## src/rtl/rice_residual_assembler_if.sv

```systemverilog
// Handshake and data bundle between the Rice reader/predictor and the residual assembler.
interface rice_residual_assembler_if #(
  parameter int DATA_W = 32
);
  logic              enable;
  logic              start;
  logic [15:0]       partition_size;
  logic [15:0]       msb;
  logic [15:0]       lsb;
  logic [3:0]        rice_param;
  logic              done;
  logic [DATA_W-1:0] residual;
  logic              valid;
  logic              ready;
  logic              stall;
  logic              partition_done;
  logic              busy;
  logic              error;

  modport master (
    output enable, start, partition_size, msb, lsb, rice_param, done, ready,
    input  residual, valid, stall, partition_done, busy, error
  );

  modport slave (
    input  enable, start, partition_size, msb, lsb, rice_param, done, ready,
    output residual, valid, stall, partition_done, busy, error
  );
endinterface

```

## src/rtl/rice_residual_assembler.sv

```systemverilog
// Rebuilds folded Rice values from (quotient, remainder) pairs, un-zigzags them to signed
// residuals and buffers them in a small FIFO, tracking partition progress.
module rice_residual_assembler #(
  parameter int DATA_W     = 32,
  parameter int FIFO_DEPTH = 4
) (
  input logic                      clk,
  input logic                      rst,
  rice_residual_assembler_if.slave bus
);
  localparam int AW = $clog2(FIFO_DEPTH);

  typedef enum logic [1:0] {
    IDLE  = 2'd0,
    RUN   = 2'd1,
    FLUSH = 2'd2,
    DONE  = 2'd3
  } state_t;

  state_t            state_r;
  state_t            state_nxt_s;
  logic [15:0]       remaining_r;
  logic [DATA_W-1:0] s1_u_r;
  logic              s1_valid_r;
  logic [DATA_W-1:0] mem_r [FIFO_DEPTH];
  logic [AW-1:0]     wr_ptr_r;
  logic [AW-1:0]     rd_ptr_r;
  logic [AW:0]       count_r;
  logic              error_r;

  logic              accept_s;
  logic              bad_done_s;
  logic              rd_s;
  logic              wr_req_s;
  logic              wr_s;
  logic              full_s;
  logic              overflow_s;
  logic [AW+1:0]     occ_s;

  function automatic logic [DATA_W-1:0] fold(input logic [15:0] q, input logic [15:0] r,
                                             input logic [3:0] k);
    logic [DATA_W-1:0] mask;
    mask = (DATA_W'(1) << k) - DATA_W'(1);
    return (DATA_W'(q) << k) | (DATA_W'(r) & mask);
  endfunction

  function automatic logic [DATA_W-1:0] unzigzag(input logic [DATA_W-1:0] u);
    return (u >> 1) ^ {DATA_W{u[0]}};
  endfunction

  always_comb begin
    rd_s       = (count_r != '0) && bus.ready;
    full_s     = (count_r == (AW+1)'(FIFO_DEPTH));
    wr_req_s   = s1_valid_r && bus.enable;
    wr_s       = wr_req_s && (!full_s || rd_s);
    overflow_s = wr_req_s && full_s && !rd_s;
    accept_s   = bus.enable && bus.done && (state_r == RUN);
    bad_done_s = bus.enable && bus.done && ((state_r == IDLE) || (state_r == FLUSH));
    occ_s      = (AW+2)'(count_r) + (AW+2)'(s1_valid_r);
  end

  always_ff @(posedge clk or posedge rst) begin
    if (rst) state_r <= IDLE;
    else     state_r <= state_nxt_s;
  end

  // Enable low freezes the sequencer in whatever state it holds.
  always_comb begin
    state_nxt_s = state_r;
    if (!bus.enable) begin
      state_nxt_s = state_r;
    end else begin
      case (state_r)
        IDLE: begin
          if (bus.start) state_nxt_s = (bus.partition_size == 16'd0) ? FLUSH : RUN;
          else           state_nxt_s = IDLE;
        end
        RUN: begin
          if (accept_s && (remaining_r == 16'd1)) state_nxt_s = FLUSH;
          else                                    state_nxt_s = RUN;
        end
        FLUSH: begin
          if (!s1_valid_r && (count_r == '0)) state_nxt_s = DONE;
          else                                state_nxt_s = FLUSH;
        end
        DONE:    state_nxt_s = IDLE;
        default: state_nxt_s = IDLE;
      endcase
    end
  end

  always_ff @(posedge clk or posedge rst) begin
    if (rst) begin
      remaining_r <= 16'd0;
    end else if (bus.enable && (state_r == IDLE) && bus.start) begin
      remaining_r <= bus.partition_size;
    end else if (accept_s) begin
      remaining_r <= remaining_r - 16'd1;
    end
  end

  // A pending stage-1 value is always written on the next enabled edge, so valid only persists on a new code.
  always_ff @(posedge clk or posedge rst) begin
    if (rst) begin
      s1_u_r     <= '0;
      s1_valid_r <= 1'b0;
    end else if (bus.enable) begin
      s1_valid_r <= accept_s;
      if (accept_s) s1_u_r <= fold(bus.msb, bus.lsb, bus.rice_param);
    end
  end

  always_ff @(posedge clk or posedge rst) begin
    if (rst) begin
      for (int i = 0; i < FIFO_DEPTH; i++) mem_r[i] <= '0;
      wr_ptr_r <= '0;
      rd_ptr_r <= '0;
      count_r  <= '0;
    end else begin
      if (wr_s) begin
        mem_r[wr_ptr_r] <= unzigzag(s1_u_r);
        wr_ptr_r        <= wr_ptr_r + AW'(1);
      end
      if (rd_s) rd_ptr_r <= rd_ptr_r + AW'(1);
      case ({wr_s, rd_s})
        2'b10:   count_r <= count_r + (AW+1)'(1);
        2'b01:   count_r <= count_r - (AW+1)'(1);
        default: count_r <= count_r;
      endcase
    end
  end

  always_ff @(posedge clk or posedge rst) begin
    if (rst)                           error_r <= 1'b0;
    else if (bad_done_s || overflow_s) error_r <= 1'b1;
  end

  assign bus.residual       = mem_r[rd_ptr_r];
  assign bus.valid          = (count_r != '0);
  assign bus.stall          = (occ_s >= (AW+2)'(FIFO_DEPTH - 1)) || (state_r != RUN);
  assign bus.partition_done = (state_r == DONE);
  assign bus.busy           = (state_r != IDLE);
  assign bus.error          = error_r;
endmodule
```

## src/flat_wrapper.sv

```systemverilog
// flat-port wrapper written by rule: the top's interface ports become plain ports
module rice_residual_assembler_flat 
#(
  parameter int DATA_W     = 32,
  parameter int FIFO_DEPTH = 4
)
  (clk, rst, bus_enable, bus_start, bus_partition_size, bus_msb, bus_lsb, bus_rice_param, bus_done, bus_ready, bus_residual, bus_valid, bus_stall, bus_partition_done, bus_busy, bus_error);
  rice_residual_assembler_if #(.DATA_W(DATA_W)) bus_i ();
  input logic clk;
  input logic rst;
  input wire logic [$bits(bus_i.enable)-1:0] bus_enable;
  input wire logic [$bits(bus_i.start)-1:0] bus_start;
  input wire logic [$bits(bus_i.partition_size)-1:0] bus_partition_size;
  input wire logic [$bits(bus_i.msb)-1:0] bus_msb;
  input wire logic [$bits(bus_i.lsb)-1:0] bus_lsb;
  input wire logic [$bits(bus_i.rice_param)-1:0] bus_rice_param;
  input wire logic [$bits(bus_i.done)-1:0] bus_done;
  input wire logic [$bits(bus_i.ready)-1:0] bus_ready;
  output wire logic [$bits(bus_i.residual)-1:0] bus_residual;
  output wire logic [$bits(bus_i.valid)-1:0] bus_valid;
  output wire logic [$bits(bus_i.stall)-1:0] bus_stall;
  output wire logic [$bits(bus_i.partition_done)-1:0] bus_partition_done;
  output wire logic [$bits(bus_i.busy)-1:0] bus_busy;
  output wire logic [$bits(bus_i.error)-1:0] bus_error;
  assign bus_i.enable = bus_enable;
  assign bus_i.start = bus_start;
  assign bus_i.partition_size = bus_partition_size;
  assign bus_i.msb = bus_msb;
  assign bus_i.lsb = bus_lsb;
  assign bus_i.rice_param = bus_rice_param;
  assign bus_i.done = bus_done;
  assign bus_i.ready = bus_ready;
  assign bus_residual = bus_i.residual;
  assign bus_valid = bus_i.valid;
  assign bus_stall = bus_i.stall;
  assign bus_partition_done = bus_i.partition_done;
  assign bus_busy = bus_i.busy;
  assign bus_error = bus_i.error;
  rice_residual_assembler #(.DATA_W(DATA_W), .FIFO_DEPTH(FIFO_DEPTH)) u_core (.clk(clk), .rst(rst), .bus(bus_i));
endmodule
```

## config.mk

```make
export PLATFORM = sky130hd
export DESIGN_NAME = rice_residual_assembler_flat
export DESIGN_NICKNAME = d
export VERILOG_FILES = /design/src/rtl/rice_residual_assembler_if.sv /design/src/rtl/rice_residual_assembler.sv /design/src/flat_wrapper.sv
export SDC_FILE = /design/constraint.sdc
export NUM_CORES = 1
export LEC_CHECK = 0
export BUFFER_PORTS_ARGS = -buffer_cell sky130_fd_sc_hd__buf_2
export CAP_MARGIN = 15
export CELL_PAD_IN_SITES_DETAIL_PLACEMENT = 0
export CELL_PAD_IN_SITES_GLOBAL_PLACEMENT = 1
export CORE_UTILIZATION = 39
export DETAILED_ROUTE_END_ITERATION = 7
export GPL_ROUTABILITY_DRIVEN = 0
export HOLD_SLACK_MARGIN = 0.15
export MAX_ROUTING_LAYER = met4
export PLACE_DENSITY = 0.71
export REMOVE_ABC_BUFFERS = 1
export SYNTH_ARGS = -nofsm -noshare
export SYNTH_HDL_FRONTEND = slang
export SYNTH_SLANG_ARGS = --single-unit
```

## constraint.sdc

```tcl
create_clock -name clk -period 8.5 [get_ports clk]
set_clock_uncertainty 0.2 [all_clocks]
set_input_delay 1.275 -clock clk [delete_from_list [all_inputs] [get_ports clk]]
set_output_delay 1.275 -clock clk [all_outputs]
set_load 0.01 [all_outputs]
```

==> results of run 1 <==
[Yosys cell counts, drive strengths merged, types with 3 or more instances]
library cell,instances
mux2i,19
a21oi,13
buf,33
o21a,5
o221ai,5
nand4b,4
nor4,8
nand3,12
xnor2,4
inv,14
mux4,43
nand2b,4
nor2,26
nor3b,4
and2,3
ha,10
o31ai,3
nand2,60
nor3,7
o311ai,9
clkbuf,19
xor2,34
o21ai,21
dfrtp,182
mux2,132
a211oi,4
or3,3
o211ai,15
[final timing paths]
| path | start | end | slack [ps] | cells past startpoint |
|---|---|---|---|---|
| worst max-delay path | u_core.rd_ptr_r[1] | bus_residual[23] | 4790 | 3 |
| worst min register to register | u_core.bus.error | u_core.bus.error | 260 | 1 |
| worst max register to register | u_core.count_r[1] | u_core.count_r[2] | 5840 | 9 |
| worst min-delay path | u_core.bus.error | u_core.bus.error | 260 | 1 |
| min in group asynchronous | rst | u_core.remaining_r[8] | 730 | 2 |
| max in group asynchronous | rst | u_core.rd_ptr_r[0] | 6020 | 3 |
[cells by family after synthesis]
logic type	Yosys count	synth area share
compound gates	92	0.0631
xor+xnor	38	0.0329
fa+ha+maj	11	0.0143
buf+inv	66	0.0492
flops	182	0.450
mux	194	0.308
simple gates	148	0.0826
[metrics by stage]
stage	hold slack, ps	total power, mW	instances	setup slack [ps]	cell area, sq um
detailed placement	244	3.10	1109	4800	10600
floorplan	268	2.65	679	2080	9680
CTS	263	3.93	1141	4760	11200
global placement	243	3.07	1109	4840	10600
global route	268	4.13	1144	4720	11200
finish	261	3.89	1144	4790	11200
[per-layer routing]
| layer | share of wire | wire length [microns] | vias up |
|---|---|---|---|
| met5 | 0 | 0 | - |
| met4 | 0.013 | 289 | 0 |
| met3 | 0.035 | 767 | 18 |
| met2 | 0.47 | 10300 | 97 |
| met1 | 0.49 | 10700 | 3139 |
| li1 | - | - | 2844 |
[power groups by stage]
stage	combinational, mW	clock (mW)	sequential, mW
floorplan	1.17	0	1.48
global route	1.71	0.865	1.56
finish	1.56	0.814	1.51
CTS	1.58	0.831	1.51
global placement	1.56	0	1.51
detailed placement	1.58	0	1.52
[sequential cells by signal, summed over array words and instances, names as in the netlist]
name	cells
u_core.count_r	3
u_core.s1_valid_r	1
u_core.state_r	2
u_core.wr_ptr_r	2
u_core.s1_u_r	31
u_core.rd_ptr_r	2
u_core.remaining_r	16
u_core.mem_r	124
u_core.bus.error	1
[layout make-up]
type,instances,area share
antenna,3,0.000668
clock inverter,15,0.0160
sequential,182,0.405
tap,330,0.0367
multi-input combinational,483,0.452
timing repair buffer,100,0.0461
inverter,14,0.00512
clock buffer,17,0.0378
==> run_results.csv, run 1 <==
group,metric,value,unit
power_and_ir_drop,clkPwrFrac,0.210,
run,drv_cap,0,
clocking,worstSkewPairLatency,430,ps
placement,portBuffers,93,
worst_setup_path,critPathSlowestCell,"dfrtp_1",
detailed_routing,routed_wl,22100,microns
yosys,syn_avg_cell_area,13.9,sq um
yosys,ys_seq_elements,182,
final_layout,drive_above_1_share,0.391,
detailed_routing,post-route-drc-count,0,
final_layout,multi_input_area,5080,sq um
worst_setup_path,crit_fanout,20,
sta,clock.fmax,270,MHz
sta,rsz0062_at_grt,"false",
power_and_ir_drop,power_frac_comb,0.401,
global_route,use_met2,0.272,
detailed_routing,wire_per_inst,19.3,microns
global_route,grt.overflow.total,0,
sta,fin_crit_sh,0.436,
power_and_ir_drop,p_leak,5.28,nW
final_layout,nFillCells,2285,
worst_setup_path,crit_family,"flip-flops",
final_layout,utilization,0.444,
detailed_routing,drtPass1Iterations,4,
sta,hold_viol_final,0,
worst_setup_path,crit_arrival,2240,ps
yosys,synth_top_cell_by_area,"dfrtp_1",
power_and_ir_drop,switching_share,0.339,
detailed_routing,vias,6098,
floorplanning,start_util,0.400,
final_layout,fin_nets,867,
placement,hpwlAfterDp,14100,microns
global_route,grt_pass1_vias,6347,
sta,worst_pin_slew,1020,ps
floorplanning,die_area,26600,sq um
clocking,clock_sinks,182,
worst_setup_path,end_kind,"output pin",
floorplanning,die_w,163,microns
worst_setup_path,start_kind,"register",
sta,slew_headroom,0.320,
yosys,yosys_warnings,0,
final_layout,layout_common_cells,"dfrtp_1, mux2_4, buf_2",
worst_setup_path,path_buf_inv,2,
clocking,cts_buffers,17,
sta,drv_slew,0,
floorplanning,io-pin-count,95,
outcome,outcome,"completed",
yosys,async_reset_ff_frac,1.00,
yosys,synth_edf_count,0,
detailed_routing,drtIter0Drc,244,
sta,fin_crit,3710,ps
global_route,grt_max_degree,68,
clocking,path_clk_slew,70,ps
worst_setup_path,path_class,"register to output pin",
global_route,busiest_layer,"met2",
worst_setup_path,cp_cell_sequence,"buf_4 > mux4_2 > buf_2",
floorplanning,die_h,163,microns
clocking,cts.path.max_buffers,2,
yosys,yosys.area.top_type_share,0.450,
floorplanning,core.rowCount,58,
floorplanning,core_region_area,25300,sq um
sta,setup_violations,0,
detailed_routing,ant_nets,0,
yosys,ys_types,65,
global_route,grtUsageMet1,0.251,
worst_setup_path,required,7030,ps
yosys,synth-seq-area-share,0.450,
final_layout,regArea,4560,sq um
clocking,cts.root.buffer_cell,"clkbuf_16",
yosys,ys.flop_type,"dfrtp_1",
worst_setup_path,max_stage_delay,800,ps
yosys,synthesis.area,10100,sq um
clocking,cts-resized-gates,0,
power_and_ir_drop,powerDensity,346,nW/um^2
power_and_ir_drop,p_sw,1.32,mW
global_route,antenna_found_initial,3,
detailed_routing,vias_per_cell,5.33,
global_route,use_met3,0.0333,
yosys,synthTopCellsByArea,"dfrtp_1, mux2_4, mux4_2",
power_and_ir_drop,seqPwrFrac,0.390,
power_and_ir_drop,internal-power,2.57,mW
clocking,hold_buffers,0,
global_route,grt_pass1_wl,36100,microns
final_layout,mostFrequentLayoutCell,"dfrtp_1",
global_route,grt_usage,0.182,
final_layout,areaGrowthSynthToFinish,11.0,%
sta,tns,0,ps
power_and_ir_drop,max-vdd-ir-drop,0.152,mV
clocking,cts_setup_buffers,0,
clocking,cts.htree.levels,4,
hold_path,hp-class,"register to register",
clocking,cts_tree,"yes",
yosys,netlist_instances,731,
Power figures use the tool's default switching activity.
==> run 2, diff against run 1 <==
--- a/config.mk
+++ b/config.mk
@@ -14,7 +14,7 @@
 export GPL_ROUTABILITY_DRIVEN = 0
 export HOLD_SLACK_MARGIN = 0.15
 export MAX_ROUTING_LAYER = met4
-export PLACE_DENSITY = 0.71
+export PLACE_DENSITY = 0.73
 export REMOVE_ABC_BUFFERS = 1
 export SYNTH_ARGS = -nofsm -noshare
 export SYNTH_HDL_FRONTEND = slang
==> constraint.sdc (replaced) <==
create_clock -name clk -period 3.2 [get_ports clk]
set_clock_uncertainty 0.2 [all_clocks]
set_input_delay 0.48 -clock clk [delete_from_list [all_inputs] [get_ports clk]]
set_output_delay 0.48 -clock clk [all_outputs]
set_load 0.01 [all_outputs]
==> run 2 against run 1 <==
Combinational power rose to 2.7 times the previous value. Setup slack lost 4300 ps. Via count rose by 4.2%. Sequential power rose to 2.6 times the previous value.
==> run_results.csv, run 2 (same netlist as run 1, synthesis figures left out) <==
group,metric,value,unit
global_route,grt.overflow.total,0,
worst_setup_path,path_class,"register to register",
placement,dp_slack,413,ps
clocking,cts_setup_buffers,0,
final_layout,nFillCells,2261,
final_layout,areaGrowthSynthToFinish,14.2,%
sta,rsz0062_at_grt,"false",
outcome,outcome,"completed",
floorplanning,start_util,0.400,
worst_setup_path,crit_arrival,2860,ps
global_route,grt_usage,0.183,
detailed_routing,routed_wl,22500,microns
final_layout,largest_register_ffs,124,
power_and_ir_drop,switching_share,0.346,
detailed_routing,drtIter0Drc,418,
worst_setup_path,end_kind,"register",
clocking,path_clk_slew,80,ps
worst_setup_path,max_stage_delay,580,ps
floorplanning,die_area,26600,sq um
clocking,clock_sinks,182,
clocking,worstSkewPairLatency,430,ps
worst_setup_path,worstSetupStartpoint,"u_core.count_r[1]",
sta,fin_crit,2710,ps
final_layout,largest_registers,"u_core.mem_r x124, u_core.s1_u_r x31, u_core.remaining_r x16",
worst_setup_path,crit_family,"simple AND/OR/NAND/NOR gates",
global_route,grt_pass1_wl,36900,microns
final_layout,finalNonFillerCells,1173,
final_layout,largest-register,"u_core.mem_r",
detailed_routing,vias_per_cell,5.42,
detailed_routing,drtPass1Iterations,5,
worst_setup_path,start_kind,"register",
global_route,antenna_found_initial,1,
power_and_ir_drop,internal-power,6.83,mW
hold_path,hp-class,"primary input to register",
placement,portBuffers,93,
sta,hold_viol_final,0,
clocking,cts_tree,"yes",
clocking,cts.htree.levels,4,
clocking,cts-resized-gates,0,
sta,tns,0,ps
power_and_ir_drop,seqPwrFrac,0.382,
clocking,cts_buffers,17,
clocking,cts.path.max_buffers,2,
global_route,grt_pass1_vias,6635,
worst_setup_path,path_buf_inv,2,
sta,drv_slew,0,
worst_setup_path,required,3350,ps
power_and_ir_drop,powerDensity,903,nW/um^2
placement,dp.cells,1118,
floorplanning,die_w,163,microns
power_and_ir_drop,p_leak,5.42,nW
worst_setup_path,crit_fanout,8,
detailed_routing,post-route-drc-count,0,
power_and_ir_drop,p_sw,3.61,mW
sta,clock.fmax,369,MHz
final_layout,fin_nets,898,
worst_setup_path,cp_cell_sequence,"or4b_1 > and3_4 > inv_1 > ha_1 > inv_1 > fa_1 > xor2_1 > nor2_1 > xor2_1",
power_and_ir_drop,power_frac_comb,0.409,
sta,finalWorstSetupSlack,489,ps
power_and_ir_drop,power,10.4,mW
clocking,hold_buffers,22,
detailed_routing,vias,6355,
detailed_routing,wire_per_inst,19.1,microns
sta,setup_violations,0,
run,drv_cap,0,
global_route,grt_max_degree,84,
floorplanning,io-pin-count,95,
placement,hpwlAfterDp,14400,microns
sta,slew_headroom,0.368,
worst_setup_path,critPathSlowestCell,"or4b_1",
floorplanning,core_region_area,25300,sq um
worst_setup_path,reg2reg_from,"u_core.count_r[1]",
sta,worst_pin_slew,948,ps
final_layout,layout_common_cells,"dfrtp_1, mux2_4, buf_2",
power_and_ir_drop,clkPwrFrac,0.209,
clocking,cts.root.buffer_cell,"clkbuf_16",
final_layout,mostFrequentLayoutCell,"dfrtp_1",
hold_path,min_from,"bus_lsb[3]",
final_layout,drive_above_1_share,0.387,
floorplanning,die_h,163,microns
floorplanning,core.rowCount,58,
power_and_ir_drop,max-vdd-ir-drop,0.435,mV
sta,fin_crit_sh,0.847,
detailed_routing,ant_nets,0,
## run 2: changes by cell type in the layout (fill, tap and decap cells not counted), sizes merged
cell / change
dlygate4sd3: +22
buf: +9
diode: -2
bufinv: -1
clkinvlp: +1
## run 2: worst min-delay path: stages
cell	delay (ps)
buf_2	80
mux2i_1	60
o21ai_0	130
## run 2: metal layers
metal / track usage / routed length [microns] / vias up
met2: 0.286 / 10900 / 107
li1: - / - / 2911
met1: 0.246 / 10600 / 3318
met4: 0.0493 / 274 / 0
met5: - / 0 / -
met3: 0.0300 / 629 / 19
## run 2: final timing paths
| path | to | slack, ps | depth (start not counted) |
|---|---|---|---|
| max | u_core.count_r[2] | 490 | 9 |
| min | u_core.s1_u_r[3] | 160 | 3 |
| max reg2reg | u_core.count_r[2] | 490 | 9 |
| min reg2reg | u_core.bus.error | 260 | 1 |
| max in group asynchronous | u_core.s1_u_r[21] | 1400 | 4 |
| min in group asynchronous | u_core.mem_r[54] | 570 | 3 |
## run 2: per-stage QoR
stage / cell area [sq um] / utilization / hold WS (ps)
floorplan: 9680 / - / 268
global placement: 10700 / 0.423 / 234
detailed placement: 10700 / 0.423 / 244
CTS: 11600 / 0.456 / 158
global route: 11600 / 0.457 / 167
finish: 11600 / 0.457 / 163
## run 2: cell type report
cell class | instances | area, sq um | share of cell area
clock buffers | 17 | 425 | 0.0368
flip-flops and latches | 182 | 4560 | 0.394
repair buffers | 131 | 831 | 0.0719
inverters | 14 | 57.6 | 0.00498
multi-input cells | 483 | 5080 | 0.440
clock inverters | 15 | 194 | 0.0168
well taps | 330 | 413 | 0.0357
diodes | 1 | 2.50 | 0.000216
## run 2: power by group through the flow
| stage | combinational [mW] | sequential [mW] | clock (mW) |
|---|---|---|---|
| after CTS | 4.34 | 3.98 | 2.23 |
| final | 4.27 | 3.99 | 2.18 |
| after floorplan | 3.10 | 3.93 | 0 |
| after global routing | 4.64 | 4.12 | 2.32 |
| after detailed placement | 4.30 | 4.00 | 0 |
| after global placement | 4.23 | 3.98 | 0 |
==> run 3, diff against run 2 <==
--- a/config.mk
+++ b/config.mk
@@ -5,6 +5,7 @@
 export SDC_FILE = /design/constraint.sdc
 export NUM_CORES = 1
 export LEC_CHECK = 0
+export ABC_AREA = 1
 export BUFFER_PORTS_ARGS = -buffer_cell sky130_fd_sc_hd__buf_2
 export CAP_MARGIN = 15
 export CELL_PAD_IN_SITES_DETAIL_PLACEMENT = 0
@@ -14,7 +15,7 @@
 export GPL_ROUTABILITY_DRIVEN = 0
 export HOLD_SLACK_MARGIN = 0.15
 export MAX_ROUTING_LAYER = met4
-export PLACE_DENSITY = 0.73
+export PLACE_DENSITY = 0.78
 export REMOVE_ABC_BUFFERS = 1
 export SYNTH_ARGS = -nofsm -noshare
 export SYNTH_HDL_FRONTEND = slang
==> constraint.sdc (replaced) <==
create_clock -name clk -period 2.7 [get_ports clk]
set_clock_uncertainty 0.2 [all_clocks]
set_input_delay 0.405 -clock clk [delete_from_list [all_inputs] [get_ports clk]]
set_output_delay 0.405 -clock clk [all_outputs]
set_load 0.01 [all_outputs]
==> run 3 against run 2 <==
Clock power is 9.6% higher. Global-route usage is 5.4 points higher. Die area is 0.80% lower. Largest power group unchanged. Synthesized area is 0.80% lower.
==> run_results.csv, run 3 <==
group,metric,value,unit
floorplanning,core_region_area,25300,sq um
yosys,netlist_instances,1352,
worst_setup_path,required,2100,ps
detailed_routing,routed_wl,29000,microns
outcome,outcome,"completed",
worst_setup_path,end_kind,"output pin",
worst_setup_path,max_stage_delay,490,ps
yosys,synth_top_family_by_area,"simple AND/OR/NAND/NOR gates",
sta,hold_viol_final,0,
yosys,ys_seq_elements,182,
yosys,synth_common_cells,"nand2_1, dfrtp_1, nor2_1",
sta,clock.fmax,405,MHz
worst_setup_path,reg2reg_depth,12,
worst_setup_path,crit_arrival,1860,ps
sta,fin_crit_sh,0.914,
final_layout,regArea,4560,sq um
global_route,grt.overflow.total,0,
clocking,cts.path.max_buffers,2,
yosys,yosys_warnings,0,
floorplanning,die_w,163,microns
yosys,synthMuxAreaShare,0,
global_route,antenna_found_initial,0,
sta,fin_crit,2470,ps
floorplanning,die_area,26400,sq um
global_route,grtUsageMet1,0.325,
final_layout,fin_nets,1518,
global_route,use_met2,0.367,
yosys,synthTopCellsByArea,"dfrtp_1, nand2_1, o21ai_1",
yosys,syn_avg_cell_area,7.43,sq um
floorplanning,start_util,0.398,
global_route,busiest_layer,"met2",
yosys,synth-simple-area-share,0.272,
yosys,async_reset_ff_frac,1.00,
final_layout,mostFrequentLayoutCell,"nand2_1",
floorplanning,core.rowCount,58,
power_and_ir_drop,max-vdd-ir-drop,0.460,mV
yosys,synth_compound_area_frac,0.154,
sta,hold_ws,168,ps
sta,slew_headroom,0.559,
clocking,worstSkewPairLatency,440,ps
clocking,cts_tree,"yes",
yosys,synth-seq-area-share,0.453,
detailed_routing,drtPass1Iterations,5,
global_route,grt_usage,0.238,
worst_setup_path,path_class,"register to output pin",
worst_setup_path,crit_fanout,54,
worst_setup_path,path_depth,5,
final_layout,multi_input_area,4780,sq um
global_route,grt_pass1_vias,9076,
yosys,yosys.area.top_type_share,0.453,
power_and_ir_drop,powerDensity,1050,nW/um^2
yosys,synth_edf_count,0,
clocking,cts.htree.levels,4,
clocking,path_clk_slew,70,ps
worst_setup_path,start_kind,"register",
clocking,cts_setup_buffers,0,
clocking,cts-resized-gates,0,
detailed_routing,vias,9299,
clocking,cts.root.buffer_cell,"clkbuf_16",
yosys,synth-xor-area-share,0.0357,
yosys,synthAdderAreaFrac,0.0144,
sta,drv_slew,0,
yosys,yosysMostFrequentCell,"nand2_1",
power_and_ir_drop,power,12.3,mW
final_layout,largest_register_ffs,124,
worst_setup_path,cp_cell_sequence,"clkinv_1 > buf_12 > o21ai_0 > o22ai_1 > buf_2",
final_layout,nFillCells,2610,
detailed_routing,post-route-drc-count,0,
hold_path,hp-class,"primary input to register",
final_layout,largest_registers,"u_core.mem_r x124, u_core.s1_u_r x31, u_core.remaining_r x16",
floorplanning,die_h,163,microns
final_layout,finalNonFillerCells,1791,
sta,setup_violations,0,
final_layout,utilization,0.464,
yosys,ys_types,37,
detailed_routing,vias_per_cell,5.19,
final_layout,layout_common_cells,"nand2_1, dfrtp_1, nor2_1",
global_route,use_met3,0.0364,
clocking,cts_buffers,17,
placement,hpwlAfterDp,18300,microns
hold_path,whs_path_depth,5,
global_route,grt_max_degree,132,
worst_setup_path,critPathSlowestCell,"dfrtp_2",
detailed_routing,drtIter0Drc,695,
global_route,grt_pass1_wl,47800,microns
final_layout,drive_above_1_share,0.124,
run,drv_cap,0,
clocking,clock_sinks,182,
final_layout,largest-register,"u_core.mem_r",
placement,dp.cells,1727,
floorplanning,io-pin-count,95,
clocking,hold_buffers,33,
detailed_routing,ant_nets,0,
detailed_routing,wire_per_inst,16.2,microns
sta,rsz0062_at_grt,"false",
placement,portBuffers,93,
worst_setup_path,crit_family,"buffers and inverters",
worst_setup_path,path_buf_inv,3,
final_layout,diodes,0,
yosys,synthesis.area,10000,sq um
final_layout,areaGrowthSynthToFinish,16.6,%
yosys,synth_top_cell_by_area,"dfrtp_1",
sta,worst_pin_slew,662,ps
yosys,ys.flop_type,"dfrtp_1",
power_and_ir_drop,p_leak,5.91,nW
## run 3: per-layer routing
| layer | part of all wire | vias to the layer above | wire length (microns) |
|---|---|---|---|
| met5 | 0 | - | 0 |
| met3 | 0.052 | 28 | 1490 |
| met2 | 0.46 | 237 | 13300 |
| met4 | 0.013 | 0 | 384 |
| li1 | - | 4608 | - |
| met1 | 0.48 | 4426 | 13800 |
## run 3: cells by family (layout without fill, tap and decap cells)
| kind of cell | after synthesis | after routing |
|---|---|---|
| adder cells (fa/ha/maj) | 11 | 11 |
| buffers and inverters | 152 | 261 |
| flip-flops | 182 | 182 |
| AND/OR/NAND/NOR | 680 | 680 |
| XOR/XNOR | 41 | 41 |
| AO/OA/AOI/OAI | 286 | 286 |
## run 3: final timing paths
path / slack, ps / start / endpoint
min in group asynchronous: 370 / rst / u_core.s1_u_r[8]
worst min-delay path: 170 / bus_ready / u_core.rd_ptr_r[0]
worst max register to register: 310 / u_core.count_r[1] / u_core.mem_r[59]
worst max-delay path: 230 / u_core.rd_ptr_r[0] / bus_residual[18]
worst min register to register: 280 / u_core.mem_r[73] / u_core.mem_r[73]
max in group asynchronous: 1250 / rst / u_core.rd_ptr_r[0]
## run 3: worst min-delay path, delay by kind of cell
family / cells / cell delay (ps)
AND/OR/NAND/NOR: 3 / 190
buffers and inverters: 2 / 160
## run 3: power breakdown
part / internal (mW) / switching [mW] / total [mW]
logic: 1.83 / 3.52 / 5.35
registers: 3.80 / 0.722 / 4.52
clock network: 1.23 / 1.16 / 2.39
## run 3: cell type report
class | count | area share
clock buffer | 18 | 0.0375
sequential | 182 | 0.389
tap | 330 | 0.0352
multi-input combinational | 1018 | 0.408
inverter | 68 | 0.0222
clock inverter | 13 | 0.00961
timing repair buffer | 162 | 0.0985
## run 3: stage by stage
| step | cell area (sq um) | TNS [ps] | worst slack [ps] |
|---|---|---|---|
| after floorplan | 9590 | -571400 | -2850 |
| after global placement | 10800 | 0 | 315 |
| after detailed placement | 10800 | 0 | 296 |
| after CTS | 11700 | 0 | 232 |
| after global routing | 11700 | 0 | 58.8 |
| final | 11700 | 0 | 231 |
